## config.mk

```make
export PLATFORM = sky130hd
export DESIGN_NAME = spi_slave_mux
export DESIGN_NICKNAME = d
export VERILOG_FILES = /design/src/rtl/spi_link_pkg.sv /design/src/rtl/spi_sync_edge.sv /design/src/rtl/spi_slave_mux.sv
export SDC_FILE = /design/constraint.sdc
export NUM_CORES = 1
export LEC_CHECK = 0
export ABC_AREA = 1
export BUFFER_PORTS_ARGS = -buffer_cell sky130_fd_sc_hd__buf_4
export CORE_AREA = 2 2 215 217
export CTS_CLUSTER_SIZE = 30
export DETAILED_ROUTE_END_ITERATION = 10
export DIE_AREA = 0 0 217 219
export GPL_ROUTABILITY_DRIVEN = 0
export GPL_TIMING_DRIVEN = 0
export HOLD_SLACK_MARGIN = 0.03
export SYNTH_ARGS = -nofsm -noshare
export SYNTH_HDL_FRONTEND = slang
export SYNTH_SLANG_ARGS = --single-unit
```

## constraint.sdc

```tcl
create_clock -name clk -period 7.1 [get_ports clk]
set_input_delay 1.065 -clock clk [delete_from_list [all_inputs] [get_ports clk]]
set_output_delay 1.065 -clock clk [all_outputs]
set_load 0.01 [all_outputs]
```

## src/rtl/spi_link_pkg.sv

```systemverilog
// Shared constants, frame field helpers and FSM state type for the host SPI link.
package spi_link_pkg;

  localparam int FRAME_W = 32;
  localparam int IDX_W   = 4;
  localparam int DATA_W  = 28;
  localparam int CNT_W   = 6;

  localparam logic [IDX_W-1:0] STATUS_IDX = '0;
  localparam logic [CNT_W-1:0] CNT_SAT    = 6'd33;

  typedef enum logic [1:0] {
    ST_IDLE,
    ST_ARM,
    ST_SHIFT
  } state_t;

  function automatic logic [IDX_W-1:0] frame_idx(input logic [FRAME_W-1:0] f);
    return f[FRAME_W-1 -: IDX_W];
  endfunction

  function automatic logic [DATA_W-1:0] frame_data(input logic [FRAME_W-1:0] f);
    return f[DATA_W-1:0];
  endfunction

endpackage

```

## src/rtl/spi_sync_edge.sv

```systemverilog
// Two-stage synchronizer for one SPI pin plus a registered copy for edge detection.
module spi_sync_edge (
  input  logic clk,
  input  logic rst,
  input  logic din,
  output logic level,
  output logic rise,
  output logic fall
);

  logic s1, s2, s3;

  // NOTE: flops are assigned with <= so every stage samples the previous stage's old value.
  always_ff @(posedge clk or posedge rst) begin
    if (rst) begin
      s1 <= 1'b0;
      s2 <= 1'b0;
      s3 <= 1'b0;
    end else begin
      s1 <= din;
      s2 <= s1;
      s3 <= s2;
    end
  end

  // Edges act on the cycle s3 catches up, so level and actions change together.
  assign level = s3;
  assign rise  = s2 & ~s3;
  assign fall  = ~s2 & s3;

endmodule

```

## src/rtl/spi_slave_mux.sv

```systemverilog
// SPI slave: receives {index, data} frames and returns the lowest pending channel word or status.
module spi_slave_mux #(
  parameter int NCH    = 16,
  parameter int DATA_W = 28
) (
  input  logic                  clk,
  input  logic                  rst,
  input  logic                  spi_clk,
  input  logic                  spi_mosi,
  input  logic                  spi_cs,
  output logic                  spi_miso,
  output logic                  rx_valid,
  output logic [3:0]            rx_index,
  output logic [DATA_W-1:0]     rx_data,
  input  logic [NCH-1:0]        tx_valid,
  input  logic [NCH*DATA_W-1:0] tx_data,
  output logic [NCH-1:0]        tx_ready,
  input  logic [DATA_W-1:0]     status_in,
  output logic                  frame_err
);
  import spi_link_pkg::*;

  localparam int FW = DATA_W + IDX_W;

  logic sck_lvl, sck_rise, sck_fall;
  logic mosi_lvl, mosi_rise, mosi_fall;
  logic cs_lvl, cs_rise, cs_fall;

  spi_sync_edge u_sync_sck  (.clk(clk), .rst(rst), .din(spi_clk),
                             .level(sck_lvl), .rise(sck_rise), .fall(sck_fall));
  spi_sync_edge u_sync_mosi (.clk(clk), .rst(rst), .din(spi_mosi),
                             .level(mosi_lvl), .rise(mosi_rise), .fall(mosi_fall));
  spi_sync_edge u_sync_cs   (.clk(clk), .rst(rst), .din(spi_cs),
                             .level(cs_lvl), .rise(cs_rise), .fall(cs_fall));

  logic unused_sync;
  assign unused_sync = &{1'b0, sck_lvl, mosi_rise, mosi_fall};

  state_t state, state_n;
  logic   do_load, do_end, do_rx, do_tx;

  logic [IDX_W-1:0] sel_idx, pick_idx;
  logic             sel_hit, pick_hit;
  logic [DATA_W-1:0] pick_word;
  logic [FW-1:0]    tx_shift, rx_shift;
  logic [CNT_W-1:0] bit_cnt;

  always_ff @(posedge clk or posedge rst) begin
    if (rst) state <= ST_IDLE;
    else     state <= state_n;
  end

  // A chip-select fall always re-arms, even mid-frame.
  always_comb begin
    state_n = state;
    if (cs_fall)                state_n = ST_ARM;
    else if (cs_rise)           state_n = ST_IDLE;
    else if (state == ST_ARM)   state_n = ST_SHIFT;
  end

  always_comb begin
    do_load = cs_fall;
    do_end  = cs_rise && (state != ST_IDLE);
    do_rx   = sck_rise && (state == ST_SHIFT);
    do_tx   = sck_fall && (state == ST_SHIFT);
  end

  // NOTE: every always_comb output gets a default first, otherwise a latch is inferred.
  always_comb begin
    pick_idx  = STATUS_IDX;
    pick_hit  = 1'b0;
    pick_word = status_in;
    for (int i = NCH - 1; i >= 0; i--) begin
      if (tx_valid[i]) begin
        pick_idx  = IDX_W'(i);
        pick_hit  = 1'b1;
        pick_word = tx_data[i*DATA_W +: DATA_W];
      end
    end
  end

  always_ff @(posedge clk or posedge rst) begin
    if (rst) begin
      sel_idx  <= '0;
      sel_hit  <= 1'b0;
      tx_shift <= '0;
      rx_shift <= '0;
      bit_cnt  <= '0;
    end else if (do_load) begin
      sel_idx  <= pick_idx;
      sel_hit  <= pick_hit;
      tx_shift <= {pick_idx, pick_word};
      bit_cnt  <= '0;
    end else begin
      if (do_tx) tx_shift <= tx_shift << 1;
      if (do_rx) begin
        rx_shift <= {rx_shift[FW-2:0], mosi_lvl};
        if (bit_cnt != CNT_SAT) bit_cnt <= bit_cnt + 1'b1;
      end
    end
  end

  // Only a frame of exactly FW bits is delivered and consumes the pending word.
  always_ff @(posedge clk or posedge rst) begin
    if (rst) begin
      rx_valid  <= 1'b0;
      rx_index  <= '0;
      rx_data   <= '0;
      tx_ready  <= '0;
      frame_err <= 1'b0;
    end else begin
      rx_valid  <= 1'b0;
      tx_ready  <= '0;
      frame_err <= 1'b0;
      if (do_end) begin
        if (bit_cnt == CNT_W'(FW)) begin
          rx_valid <= 1'b1;
          rx_index <= rx_shift[FW-1 -: IDX_W];
          rx_data  <= rx_shift[DATA_W-1:0];
          if (sel_hit) tx_ready[sel_idx] <= 1'b1;
        end else begin
          frame_err <= 1'b1;
        end
      end
    end
  end

  assign spi_miso = ~cs_lvl & tx_shift[FW-1];

endmodule
```

==> results.tsv <==
metric	value	unit
run_status	completed	
use_met3	8.27	%
via_count	12400	
cts_hold_buf	0	
cp-start-kind	input pin	
synth.largest_area_cell	dfrtp_1	
syn_inst	1378	
r2r_slack	4180	ps
worst_pin_slew	1040	ps
die_w	217	um
clockBufferDepth	2	
fin_crit_sh	42.9	%
htreeDepth	4	
yosys-top-cells-area	dfrtp_1, nand2_1, nor2_1	
slew_headroom	29.9	%
clkLatencyLatePin	410	ps
hold_viol	0	
wl	55.7	mm
regToRegStartpoint	u_sync_cs.s2$_DFF_PP0_	
hold_end	u_sync_mosi.s2$_DFF_PP0_	
grt_max_degree	80	
yosysTopAreaCellShare	36.2	%
cts_tree	done	
drv_cap	0	
drcViolationCount	0	
drive_gt1_share	34.9	%
endpoint_kind	register	
holdPathStages	0	
ys_seq_elements	136	
root_buffer	clkbuf_16	
initial_utilization	20.8	%
r2r-end	tx_shift[31]$_DFFE_PP0P_	
ant_nets	0	
fin_tns_setup	0	ps
synthMostInstantiatedCell	nand2_1	
synth-edff-count	0	
antenna_found_initial	16	
gr-usage-met2	33.1	%
max_clock_freq	328	MHz
numClockSinks	136	
max_stage_delay	730	ps
io_buffers	542	
cts-buffers-inserted	17	
grtUsageTotal	22.7	%
slowest_stage	nor2_1	
gr-max-usage-layer	met2	
synthFlopType	dfrtp_1	
critPathMaxFanout	8	
rsz0062_at_grt	no	
wl_per_cell	21.8	um
min_from	u_sync_mosi.s1$_DFF_PP0_	
setup_viol	0	
path_cells	buf_2 > nor2_1 > inv_1 > nor2_1 > nand2_1 > nor3_1 > nand2_1 > a22oi_1	
vias_per_cell	4.85	
whs	346	ps
r2r_cells	9	
clock_skew	6.69	ps
synth_cell_types	40	
hold_path_class	register to register	
cts_resized	0	
leakage	7.21	nW
dieHeight	219	um
fin_nets	2442	
postCtsSetupRepairBufs	0	
coreArea	0.0451	mm2
rows	78	
arrival	3380	ps
yosysSeqAreaShare	36.2	%
crit_family	simple AND/OR/NAND/NOR gates	
grt_use_met1	30.3	%
clk_pin_slew	60	ps
slew_viol_final	0	
syn-num-nets	1880	
peakVddDrop	0.134	mV
p_per_area	165	mW/mm2
cp.required	7430	ps
syn_avg_cell_area	6.82	um2
synth_common_cells	nand2_1, nor2_1, o21ai_0	
post-route-min-period	3050	ps
synth_warnings	0	
drtIter0Drc	1264	
place.detailed.hpwl	48.1	mm
grt_overflow	0	
criticalPathCategory	input pin to register	
die-area	0.0475	mm2
crit_buf_inv	2	
async_reset_ff_share	100	%
synthToLayoutAreaGrowth	58.7	%
io_pins	548	
syn-cell-area	0.00940	mm2
grt_pass1_vias	12000	
first_pass_iters	5	
grt_pass1_wl	78.2	mm
## routing by layer
| layer | up-vias | part of all wire [%] | wire [um] |
|---|---|---|---|
| met5 | - | 0.22 | 121 |
| met3 | 135 | 12 | 6800 |
| li1 | 5741 | - | - |
| met4 | 20 | 4.3 | 2390 |
| met1 | 5733 | 43 | 23700 |
| met2 | 785 | 41 | 22700 |
## report_power, final
part	total (mW)	switching (mW)	internal, mW	leakage, nW
registers	0.855	0.0278	0.828	1.79
clock network	0.975	0.334	0.641	0.309
logic	0.627	0.333	0.294	5.11
total	2.46	0.694	1.76	7.21
## worst reg2reg max path: stages, from the launching register on
cell	delay, ps
dfrtp_1	400
inv_1	60
ha_1	160
clkbuf_8	170
inv_2	100
nor2_1	770
nand2_1	120
nor3_1	550
nand2_1	300
a22oi_1	210
## registers in the layout, summed over array words and instances (netlist names), 2 cells and up
signal    cells
tx_ready     16
rx_data      28
tx_shift     32
bit_cnt       6
rx_index      4
rx_shift     32
state         2
sel_idx       4
## placed cells by master, fill, tap and decap left out, types with 7 or more instances in the layout
cell	count
a221oi_1	61
o221a_2	32
nand3_1	18
a21oi_1	58
nand2_1	457
nand4_1	24
clkbuf_1	38
buf_4	550
dfrtp_1	136
nor2_1	208
inv_1	85
clkbuf_16	17
clkbuf_8	10
o21ai_0	141
buf_2	20
nor2_4	7
inv_2	10
o21ai_1	13
## cell type report
class,count,area (um2)
multi-input combinational,1064,5140
timing repair buffer,543,4100
sequential,136,3400
clock buffer,20,457
fill,4909,30200
antenna,5,12.5
inverter,97,372
clock inverter,11,195
tap,600,751
buffer,81,489
## worst max path at each step
| stage | depth (start not counted) | to | start |
|---|---|---|---|
| floorplan | 1 | bit_cnt[0]$_DFFE_PP0P_ | rst |
| finish | 8 | tx_shift[31]$_DFFE_PP0P_ | tx_valid[1] |
| CTS | 8 | tx_shift[31]$_DFFE_PP0P_ | tx_valid[1] |
| global placement | 2 | tx_shift[6]$_DFFE_PP0P_ | rst |
| global route | 8 | tx_shift[31]$_DFFE_PP0P_ | tx_valid[1] |
| detailed placement | 8 | tx_shift[31]$_DFFE_PP0P_ | tx_valid[1] |
## cell families after synthesis
| group | count (synthesis) | synth area share [%] |
|---|---|---|
| and+or+nand+nor | 731 | 31.1 |
| AOI/OAI and AO/OA | 328 | 22.9 |
| buffers and inverters | 178 | 9.10 |
| DFF | 136 | 36.2 |
| adders and majority gates | 5 | 0.666 |
## stage by stage
stage	power, mW	instance area (um2)	util [%]	worst slack, ps	instances
2_1_floorplan	1.13	9400	-	2400	1378
3_3_place_gp	1.47	14200	31.5	803	2520
3_5_place_dp	1.48	14300	31.6	3570	2521
4_1_cts	2.47	14900	33.1	4020	2552
5_1_grt	2.57	14900	33.1	4040	2555
6_report	2.46	14900	33.1	4050	2557
Note: power is estimated with default switching activity, not from simulation.
